File: src/rtl/ni_initiator.sv
// NoC initiator endpoint: serializes request packets from a local FIFO into
// head/body/tail flits and reassembles the single outstanding response.
module ni_initiator #(
  parameter int FLIT_W     = 16,
  parameter int BODY_FLITS = 3,
  parameter int PKT_W      = FLIT_W * (BODY_FLITS + 2)
) (
  input  logic              clk,
  input  logic              resetn,
  input  logic [PKT_W-1:0]  req_fifo_dout,
  input  logic              req_fifo_empty,
  output logic              req_fifo_rreq,
  output logic [FLIT_W-1:0] flit_out,
  output logic              flit_en,
  input  logic              dst_ready,
  input  logic [FLIT_W-1:0] resp_flit_in,
  input  logic              resp_valid,
  output logic [PKT_W-1:0]  resp_fifo_din,
  output logic              resp_fifo_wreq,
  input  logic              resp_fifo_full,
  output logic              busy,
  output logic              rx_overrun
);

  localparam int NFLITS = BODY_FLITS + 2;
  localparam int CNT_W  = $clog2(NFLITS);
  localparam logic [CNT_W-1:0] LAST_BEAT = CNT_W'(NFLITS - 1);
  localparam logic [CNT_W-1:0] CNT_ONE   = CNT_W'(1);
  localparam logic [CNT_W-1:0] CNT_ZERO  = CNT_W'(0);

  typedef enum logic [2:0] {
    TX_IDLE     = 3'd0,
    TX_FETCH    = 3'd1,
    TX_LOAD     = 3'd2,
    TX_WAIT_RDY = 3'd3,
    TX_SEND     = 3'd4
  } tx_state_t;

  typedef enum logic [1:0] {
    RX_IDLE    = 2'd0,
    RX_CAPTURE = 2'd1,
    RX_WRITE   = 2'd2
  } rx_state_t;

  // Slot 0 (head) occupies the MSBs of the flat packet.
  function automatic logic [FLIT_W-1:0] pick_flit(input logic [PKT_W-1:0] pkt,
                                                  input logic [CNT_W-1:0] idx);
    logic [FLIT_W-1:0] f;
    f = {FLIT_W{1'b0}};
    for (int i = 0; i < NFLITS; i++) begin
      if (idx == CNT_W'(i)) begin
        f = pkt[(NFLITS-1-i)*FLIT_W +: FLIT_W];
      end
    end
    return f;
  endfunction

  tx_state_t         tx_state_r, tx_next_s;
  rx_state_t         rx_state_r, rx_next_s;
  logic [CNT_W-1:0]  beat_r, beat_next_s;
  logic [CNT_W-1:0]  rx_cnt_r, cnt_next_s;
  logic [PKT_W-1:0]  tx_buf_r;
  logic [PKT_W-1:0]  rx_buf_r;
  logic              outstanding_r, outst_next_s;
  logic              tail_s, store_s, wreq_s;
  logic              rreq_r, flit_en_r, busy_r, overrun_r;
  logic [FLIT_W-1:0] flit_out_r;

  // TX next-state: fetch, load, wait for ready, then a gapless burst
  always_comb begin
    tx_next_s   = tx_state_r;
    beat_next_s = CNT_ZERO;
    tail_s      = 1'b0;
    case (tx_state_r)
      TX_IDLE: begin
        if (!req_fifo_empty && !outstanding_r) tx_next_s = TX_FETCH;
        else tx_next_s = TX_IDLE;
      end
      TX_FETCH: tx_next_s = TX_LOAD;
      TX_LOAD:  tx_next_s = TX_WAIT_RDY;
      TX_WAIT_RDY: begin
        if (dst_ready) tx_next_s = TX_SEND;
        else tx_next_s = TX_WAIT_RDY;
      end
      TX_SEND: begin
        if (beat_r == LAST_BEAT) begin
          tx_next_s = TX_IDLE;
          tail_s    = 1'b1;
        end else begin
          beat_next_s = beat_r + CNT_ONE;
        end
      end
      default: tx_next_s = TX_IDLE;
    endcase
  end

  // Outstanding flag: a tail beat in the same cycle as a response write wins
  always_comb begin
    if (tail_s) outst_next_s = 1'b1;
    else if (wreq_s) outst_next_s = 1'b0;
    else outst_next_s = outstanding_r;
  end

  // TX state, packet buffer and registered TX-side outputs
  always_ff @(posedge clk or negedge resetn) begin
    if (!resetn) begin
      tx_state_r    <= TX_IDLE;
      beat_r        <= CNT_ZERO;
      tx_buf_r      <= {PKT_W{1'b0}};
      outstanding_r <= 1'b0;
      rreq_r        <= 1'b0;
      flit_en_r     <= 1'b0;
      flit_out_r    <= {FLIT_W{1'b0}};
      busy_r        <= 1'b0;
    end else begin
      tx_state_r    <= tx_next_s;
      beat_r        <= beat_next_s;
      outstanding_r <= outst_next_s;
      if (tx_state_r == TX_LOAD) tx_buf_r <= req_fifo_dout;
      rreq_r        <= (tx_next_s == TX_FETCH);
      flit_en_r     <= (tx_next_s == TX_SEND);
      flit_out_r    <= (tx_next_s == TX_SEND) ? pick_flit(tx_buf_r, beat_next_s)
                                              : {FLIT_W{1'b0}};
      busy_r        <= (tx_next_s != TX_IDLE) | outst_next_s;
    end
  end

  // RX next-state: capture flits (gaps allowed) until the tail, then write out
  always_comb begin
    rx_next_s  = rx_state_r;
    cnt_next_s = rx_cnt_r;
    store_s    = 1'b0;
    case (rx_state_r)
      RX_IDLE, RX_CAPTURE: begin
        if (resp_valid) begin
          store_s = 1'b1;
          if (rx_cnt_r == LAST_BEAT) begin
            rx_next_s  = RX_WRITE;
            cnt_next_s = CNT_ZERO;
          end else begin
            rx_next_s  = RX_CAPTURE;
            cnt_next_s = rx_cnt_r + CNT_ONE;
          end
        end else begin
          rx_next_s = rx_state_r;
        end
      end
      RX_WRITE: begin
        if (!resp_fifo_full) rx_next_s = RX_IDLE;
        else rx_next_s = RX_WRITE;
      end
      default: begin
        rx_next_s  = RX_IDLE;
        cnt_next_s = CNT_ZERO;
      end
    endcase
  end

  assign wreq_s = (rx_state_r == RX_WRITE) && !resp_fifo_full;

  // RX state, reassembly buffer and sticky overrun
  always_ff @(posedge clk or negedge resetn) begin
    if (!resetn) begin
      rx_state_r <= RX_IDLE;
      rx_cnt_r   <= CNT_ZERO;
      rx_buf_r   <= {PKT_W{1'b0}};
      overrun_r  <= 1'b0;
    end else begin
      rx_state_r <= rx_next_s;
      rx_cnt_r   <= cnt_next_s;
      if (store_s) begin
        for (int i = 0; i < NFLITS; i++) begin
          if (rx_cnt_r == CNT_W'(i)) rx_buf_r[(NFLITS-1-i)*FLIT_W +: FLIT_W] <= resp_flit_in;
        end
      end
      if ((rx_state_r == RX_WRITE) && resp_valid) overrun_r <= 1'b1;
    end
  end

  assign req_fifo_rreq  = rreq_r;
  assign flit_en        = flit_en_r;
  assign flit_out       = flit_out_r;
  assign busy           = busy_r;
  assign resp_fifo_din  = rx_buf_r;
  assign resp_fifo_wreq = wreq_s;
  assign rx_overrun     = overrun_r;

endmodule
File: config.mk
export PLATFORM = sky130hd
export DESIGN_NAME = ni_initiator
export DESIGN_NICKNAME = d
export VERILOG_FILES = /design/src/rtl/ni_initiator.sv
export SDC_FILE = /design/constraint.sdc
export NUM_CORES = 1
export LEC_CHECK = 0
export CAP_MARGIN = 25
export CELL_PAD_IN_SITES_DETAIL_PLACEMENT = 0
export CELL_PAD_IN_SITES_GLOBAL_PLACEMENT = 1
export CORE_MARGIN = 2
export CORE_UTILIZATION = 42
export DETAILED_ROUTE_END_ITERATION = 8
export PLACE_DENSITY_LB_ADDON = 0.2
export SYNTH_ARGS = -nofsm -noshare
export SYNTH_HDL_FRONTEND = slang
export SYNTH_SLANG_ARGS = --single-unit
File: constraint.sdc
create_clock -name clk -period 3.5 [get_ports clk]
set_input_delay 0.35 -clock clk [delete_from_list [all_inputs] [get_ports clk]]
set_output_delay 0.35 -clock clk [all_outputs]
set_load 0.1 [all_outputs]
Word-level counts from Yosys, hierarchy flattened:

Cells that the tools add are included.

* bits in registers: 192
* bits in latches: 0
* logic and storage cells: 81
* memories: 0
* memory bits (writable): 0
* output and inout port bits: 101
* input port bits: 102
* bits in read-only memories: 0

* $lt $le $gt $ge: 0
* reduce and logical (&&, ||, !) cells: 18
* bitwise gates (word level): 2
* equal/unequal tests: 18
* div/mod/pow operators: 0
* shift-type cells: 0
* multiplexer cells: 25
* $mul: 0
* $add $sub $neg: 2

Operators by type and width (count)
* $mux 16: 6
* $eq 3x2->1 const B: 6
* $mux 3: 6
* $eq 3x3->1 const B: 5
* $pmux 3 s5: 1
* $eq 3x1->1 const B: 4
* $reduce_and 2->1: 6
* $logic_not 3->1: 3
* $mux 1: 7
* $add 3x1->3 const B: 2
* $mux 2: 3
* $pmux 3 s2: 1
* $pmux 2 s2: 1
* $logic_and 1x1->1: 3
* $logic_not 1->1: 3
* $reduce_bool 3->1: 1
* $eq 2x1->1 const B: 1
* $eq 2x2->1 const B: 1
* $logic_not 2->1: 1
* $ne 2x2->1 const B: 1
* $reduce_or 2->1: 1
* $not 1->1: 1
* $or 1x1->1: 1

Logic depth before layout (Yosys ltp):

Gate-level depths: netlist of run 1.

* depth in word-level cells: 10
* mapped depth: 9
* depth with buffers taken out: 7

Worst setup path before layout of run 1:

Ideal clock, no wire load.

* path kind: reg2out
* start: reg rx_state_r[0]
* end: out resp_fifo_wreq
* stages on the path, launching flop included: 3
* data arrival time: 1.803 ns
* data required time: 3.150 ns
* slack: 1.347 ns
* buffers on the path: 0
* path through: dfrtp_1 -> nand2b_1 -> nor2_1

* longest elaborated chain between the ends: 2

Ends and longest elaborated chain
* start: declaration: RTL line 59 `rx_state_t rx_state_r, rx_next_s;`
* start signal: assignment: RTL line 169 `rx_state_r <= rx_next_s;`
* $eq 2x2->1: RTL line 159 `assign wreq_s = (rx_state_r == RX_WRITE) && !resp_fifo_full;`
* $logic_and 1x1->1: RTL line 159
* end: declaration: RTL line 19 `output logic resp_fifo_wreq,`

Every way passes these cells.

Worst setup path after layout of run 1:

* start: reg beat_r[0]
* end: reg flit_out_r[9], in the netlist flit_out[9]

* longest elaborated chain between the ends: 10
* elaborated cells between the ends (all ways): 18
* classes of those cells: add/sub (1); eq/ne (6); mux (10); reduce/logical (1)

Ends and longest elaborated chain
* start: declaration: RTL line 60 `logic [CNT_W-1:0] beat_r, beat_next_s;`
* start signal: assignment: RTL line 117 `beat_r <= beat_next_s;`
* $add 3x1->3 / $eq 3x3->1 (equally long branches): RTL line 90, 86
* $mux 3: RTL line 86 `if (beat_r == LAST_BEAT) begin`
* $mux 3: RTL line 74 `case (tx_state_r)`
* $logic_not 3->1: RTL line 51 `if (idx == CNT_W'(i)) begin`
* $mux 16 (5 in a row): RTL line 51
* $mux 16 *: RTL line 122 `flit_out_r <= (tx_next_s == TX_SEND) ? pick_flit(tx_buf_r, beat_next_s)`
* end signal: assignment: RTL line 113 `flit_out_r <= {FLIT_W{1'b0}};`
* end signal: assignment: RTL line 122
* end: declaration: RTL line 67 `logic [FLIT_W-1:0] flit_out_r;`

Mark *: on every way between the ends. The rest lies on a longest branch, timed or not.
A chain may end at the register's enable or synchronous reset.

==> impl_summary.md, run 1 <==
Clock network
The number of resized instances in the post-cts repair step is 0. The number of setup buffers added after CTS is 0. The clock tree root buffer cell is clkbuf_16. The clock insertion delay at the later pin of the skew report is 0.43 ns. The number of buffers inserted during clock tree synthesis is 17. The post-CTS clock slew at the launch and capture registers of the worst setup and hold paths is roughly 0.07 ns. CTS built an H-tree with a depth of 4. The clock tree buffer depth is 2.

The number of sinks driven by the clock tree is 192. For this design, the CTS-stage hold fixing added 0 buffers. TritonCTS built the clock tree.

Final layout
The number of antenna diodes in the final layout is 0. The number of nets in the finished design is 877. Leaving out fill and tap cells, the most frequent cell in the layout is clkdlybuf4s50_1. Compared with the post-synthesis result, the final layout area differs by 35.0%. In the layout the commonest cells are clkdlybuf4s50_1, dfrtp_1, mux2_2, nand2_1, nand3_1. The share of layout cells above drive strength 1 is a little over a quarter.

Worst setup path
The arrival time at the worst endpoint is about 3 ns. The path type of the worst setup path is flip-flop to flip-flop. The startpoint identified for the worst register-to-register timing path is beat_r[0]. STA classifies the critical path endpoint as a flip-flop. At the worst endpoint, the required time is 3.81 ns. The largest fanout on the critical path is 20. The worst setup path is launched from a flip-flop. The critical path startpoint is beat_r[0].

Drt
The aggregate routed wire length is between 15000 and 20000 um. The number of antenna-violating nets in the routed design is 0. The total number of vias is 5305. The number of DRC violations after detailed routing is 0. Dividing the detail-routed via count by the number of cells gives 5.23.

The number of DRC markers in iteration 0 is 243. After detailed routing, the average wire length per cell comes to roughly 19 um. The first detailed-routing pass ran for 4 iterations.

Timing
Summed over all failing endpoints, the final setup total negative slack is 0 ns. Clock skew on the completed layout was measured at about 0.010 ns. For the pin with the worst max-slew slack, the measured transition is between 1 and 1.5 ns.

Based on the critical path, the design can be clocked at up to 0.374 GHz. The number of slew-limit violations in the final report came to 0. The number of failing setup endpoints in the final timing report is 0. The number of hold violations in the final report is 0. Dividing the final minimum period by the clock period gives 76.4%. Setup repair after global routing left no endpoint under its margin.

The relative slew slack is 27.3%. The worst path in the final design needs a cycle of 2.67 ns, including I/O delays and setup.

Synthesis
Of the post-synthesis cell area, the dominant cell type holds 60.6%. The count of cell types in the netlist is 40. The number of flip-flops and latches in the synthesized netlist is 192.

Counting every instance in the synthesized netlist gives 571. Yosys printed 0 warnings. Ranked by total cell area, the synthesized netlist is headed by dfrtp_1, mux2_2, nand2_1. The share of the yosys chip area belonging to registers is 60.6%. The mean post-synth cell area is 13.9 um2. The post-synth net total is 680. Summing every instance area after synthesis gives 7930 um2.

dfrtp_1 takes more of the synthesized area than any other cell.

Job
The max-cap violation count is 0.

Global route
The number of global-route vias before repair is 5530. Global routing used 19.2% of the available tracks. The aggregate global routing overflow is 0.

The global-route wire length before repair is 29900 um. Entering global routing, the biggest net connects roughly 100 pins. The number of antenna violations at the first check in global routing is 0.

Floorplan
The chip width is roughly 140 um. The total number of placement rows is 50. The total I/O pin count is around 200. The area enclosed by the die boundary is 20000 um2.

The floorplan step set the die height to 141 um. The initial utilization of the core area, before any placement, comes to a little over two fifths. The core area is between 15000 and 20000 um2.

Placed design
The congestion estimate from routability-driven global placement came to around 0.76. Buffers placed on the I/O ports in this run total 202. The post-DP HPWL is between 10000 and 15000 um.

Status
The run finished with clean final reports.

Min path
The worst hold path class is input pin to asynchronous set/reset pin.
## cell type report
| type | count | area (um2) |
|---|---|---|
| clock buffers | 20 | 447 |
| clock inverters | 12 | 108 |
| fillers | 1482 | 7880 |
| inverters | 7 | 26.3 |
| multi-input cells | 339 | 2920 |
| flip-flops and latches | 192 | 4800 |
| well taps | 234 | 293 |
| repair buffers | 211 | 2100 |
## flip-flops by register name, indices dropped and copies added, names as in the netlist, 2 cells and up
register / flops
tx_state_r: 3
resp_fifo_din: 80
rx_state_r: 2
flit_out: 16
rx_cnt_r: 3
tx_buf_r: 80
beat_r: 3
## cell usage after synthesis
cell / instances
a211oi_1: 1
a21o_1: 2
a21oi_1: 1
a22oi_2: 1
a31oi_1: 16
and2_1: 2
and3_1: 4
and4_1: 1
and4b_1: 1
buf_2: 23
buf_4: 1
buf_6: 3
clkbuf_1: 5
clkbuf_2: 1
dfrtp_1: 192
ha_1: 7
inv_1: 7
mux2_2: 160
mux2i_1: 1
nand2_1: 59
nand2_4: 1
nand2b_1: 3
nand3_1: 19
nand4_1: 1
nor2_1: 8
nor2b_1: 3
nor3_1: 1
nor3b_1: 1
nor3b_4: 1
o21ai_0: 4
o21ai_1: 1
o21ai_2: 2
o221a_1: 11
o221a_2: 5
o22ai_1: 2
o31ai_1: 16
o32ai_1: 1
or2_1: 1
or4_1: 1
xnor2_1: 1
## layer usage
layer	wire (um)	vias up	global-route usage, %	part of all wire [%]
met1	8750	2672	26.3	46
met2	8770	168	30.6	47
met5	0	-	0	0
met4	193	0	4.89	1.0
li1	-	2450	-	-
met3	1130	15	5.40	6.0
## metrics by stage
step | cell area, um2 | hold slack, ns | utilization, % | setup WS [ns] | instances
after floorplan | 7930 | 0.0544 | - | 1.35 | 571
after global placement | 10100 | 0.450 | 54.6 | 0.844 | 983
after detailed placement | 10100 | 0.456 | 54.6 | 0.749 | 983
after CTS | 10700 | 0.0324 | 57.6 | 0.796 | 1015
after global routing | 10700 | 0.0593 | 57.6 | 0.533 | 1015
final | 10700 | 0.0118 | 57.6 | 0.826 | 1015
## final timing paths
| check | depth (start not counted) | slack, ns | end |
|---|---|---|---|
| max in group asynchronous | 2 | 2.60 | flit_out[7] |
| worst min-delay path | 1 | 0.01 | resp_fifo_din[12] |
| worst max register to register | 6 | 0.83 | flit_out[9] |
| worst min register to register | 1 | 0.47 | rx_overrun |
| worst max-delay path | 6 | 0.83 | flit_out[9] |
| min in group clk | 1 | 0.47 | rx_overrun |
## critical path, stage by stage (launching register included)
cell	delay, ns
dfrtp_1	0.42
inv_1	0.07
ha_1	0.39
o21ai_2	0.62
nand2b_1	0.44
buf_4	0.34
o221a_1	0.26
## cells by family after synthesis
family          count (synthesis)  share of synthesized area [%]
simple gates                  107                           6.35
fa+ha+maj                       7                           1.10
xor+xnor                        1                          0.111
buf+inv                        40                           2.60
mux                           161                           22.9
flops                         192                           60.6
compound gates                 63                           6.36
Power of run 1 is left out: the tool's default activity adds up to more than one toggle a clock period on the data nets, which glitch-free logic cannot reach.
==> run 2: changes to the inputs <==
CORE_UTILIZATION = 39   (was 42)
clock period = 2.5 ns   (was 3.5 ns; I/O delays follow)
==> run 2 against run 1 <==
  * Global-route usage fell by 0.83 points
  * First-iteration DRC count fell by 3.3%
  * Non-clock buffer count rose by 10
  * Critical path depth fell by 1
  * Final area fell by 0.71%
  * Sequential share of layout area rose by 0.32 points
  * Count of clock-buffer cells in the layout fell by 3
  * Sequential cell count did not move
  * Core utilization fell by 4.7 points
  * Largest cell class unchanged
==> impl_summary.md, run 2 (synthesis results as in run 1) <==
Clock network
In this run, post-CTS repair resized a total of 0 instances. The number of clock buffers added by TritonCTS is 17. The number of sinks driven by the clock tree is approximately 190.

The number of levels in the clock H-tree is 4. The number of hold-repair buffers added at the cts stage is 1. Post-CTS timing repair inserted 0 buffers for setup. The clock tree root buffer cell is clkbuf_16.

The clock tree buffer depth is 2. Clock latency on the worst-skew pair, taken at its later pin, is between 0.4 and 0.5 ns. TritonCTS built the clock tree. The post-CTS clock slew at the launch and capture registers of the worst setup and hold paths is about 0.080 ns.

Timing
Setup repair after global routing left no endpoint under its margin. Timing would allow up to 0.441 GHz. For the final database, setup skew stands at roughly 0.009 ns. The relative slew slack is 61.5%. The slew at the pin with the worst max-slew slack is 0.578 ns. The number of failing setup endpoints in the final timing report is 0. The minimum clock period is 2.27 ns. The number of hold violations in the final report is 0. The number of slew-limit violations in the final report was 0. The share of the clock period used by the worst path is 90.8%. The setup total negative slack is 0 ns.

Global route
The number of antenna violations at the first check in global routing came to 0. The overall routing resource usage is 18.4%. The pin count of the biggest net entering global routing is 70. The first global-routing pass estimated 30900 um of wire. The aggregate global routing overflow is 0.

The number of global-route vias before repair is between 5000 and 6000.

Min path
In this run the worst hold path is classified as input pin to asynchronous set/reset pin.

Floorplan
In this run the count of I/O pins placed on the die edge is 203. The die boundary height is 147 um. The core area is 20100 um2. The effective utilization at floorplan is 39.4%. In this run the horizontal extent of the chip is 147 um. The die covers between 20000 and 25000 um2. The total number of placement rows is 52.

Worst setup path
The top cell family by delay on the critical path is simple AND/OR/NAND/NOR gates. Data on the critical path arrives at its endpoint at 2.63 ns. In this design, the stage delay of the slowest critical-path cell is 0.49 ns.

Setup slack on the worst reg-to-reg path comes out at approximately 0.23 ns. The path type of the worst setup path is flip-flop to flip-flop. The startpoint kind of the worst setup timing path is a flip-flop.

Walking the worst path, the cells encountered are nor3b_4 -> nand2_4 -> or2_1 -> a31oi_1 -> o221a_1. Together, buffers and inverters on the worst path number 0. The reg-to-reg critical path endpoint is flit_out[9]. In this run the critical register-to-register path is launched from tx_state_r[0]. The length in cells of the worst reg-to-reg path is 5. The slowest stage of the critical path belongs to the cell or2_1.

The endpoint type of the worst setup path is a flip-flop. Along the worst path, the maximum fanout reaches 18. For the worst setup path, the data required time is 2.86 ns.

Final layout
The area growth from synthesis to layout is 34.1%. The multi-input combinational cells in the finished layout cover a total of roughly 2900 um2. The repair_antennas step left the layout with diodes totalling 0. The top cell types in the final layout, fill and taps aside, are dfrtp_1, mux2_2, buf_4, clkdlybuf4s50_1, nand2_1. For this run, the post-layout net count is 887. The layout has 1717 filler cells.

The share of layout cells above drive strength 1 is about 41%. The flip-flop and latch area is 4800 um2. The commonest non-fill, non-tap cell in the layout is dfrtp_1.

Drt
The first detailed-routing pass took 4 iterations. In this run, the number of DRC markers left after iteration 0 of detailed routing was approximately 240. Detailed routing placed a total of 8990 um of wire on met2. Detailed routing placed a total of a little under 1000 um of wire on met3.

In this run the top signal layer used is met4. After detailed routing, the number of remaining DRC violations is 0. The number of antenna-violating nets in the routed design is 0.

The aggregate routed wire length is roughly 19000 um. The total number of vias is roughly 5300. The per-cell via count in the routed design is roughly 5.0. The final routed wire length divided by cell count is 17.9 um. The met1 wire length is 8810 um.

Status
The flow ran to the end, and the final reports show no timing, DRC or antenna violations.

Placed design
The number of buffers inserted by port buffering is 202. The post-DP HPWL is 13800 um. The placer's final routability congestion estimate is 0.767.

Job
The max-cap violation count is 0.
==> run 2: cell type report <==
type	count	share of cell area, %
clock inverters	15	1.58
well taps	270	3.18
multi-input cells	339	27.5
flip-flops and latches	192	45.2
inverters	7	0.247
repair buffers	221	18.3
clock buffers	17	4.00
==> run 2: through the flow <==
stage | cell area (um2) | util [%] | std cells | hold slack [ns] | setup WS, ns
2_1_floorplan | 7930 | - | 571 | -0.0456 | 0.447
3_3_place_gp | 10000 | 49.9 | 1028 | 0.279 | 0.312
3_5_place_dp | 10000 | 49.9 | 1028 | 0.279 | 0.242
4_1_cts | 10600 | 52.9 | 1061 | 0.393 | 0.219
5_1_grt | 10600 | 52.9 | 1061 | 0.399 | 0.0573
6_report | 10600 | 52.9 | 1061 | 0.380 | 0.231
==> run 2: worst max-delay path by stage <==
stage	start	endpoint	slack, ns	cells after the start
CTS	beat_r[0]	flit_out[8]	0.22	7
detailed placement	beat_r[0]	flit_out[15]	0.24	7
finish	tx_state_r[0]	flit_out[9]	0.23	5
global placement	tx_state_r[0]	flit_out[15]	0.31	5
floorplan	rx_state_r[0]	resp_fifo_wreq	0.45	2
global route	tx_state_r[0]	flit_out[8]	0.06	5
==> run 2: metal layers <==
layer | vias up | GRT usage (%)
li1 | 2476 | -
met2 | 169 | 29.6
met5 | - | 0
met3 | 12 | 4.63
met1 | 2645 | 25.4
met4 | 0 | 4.13
Power of run 2 is left out for the same reason.
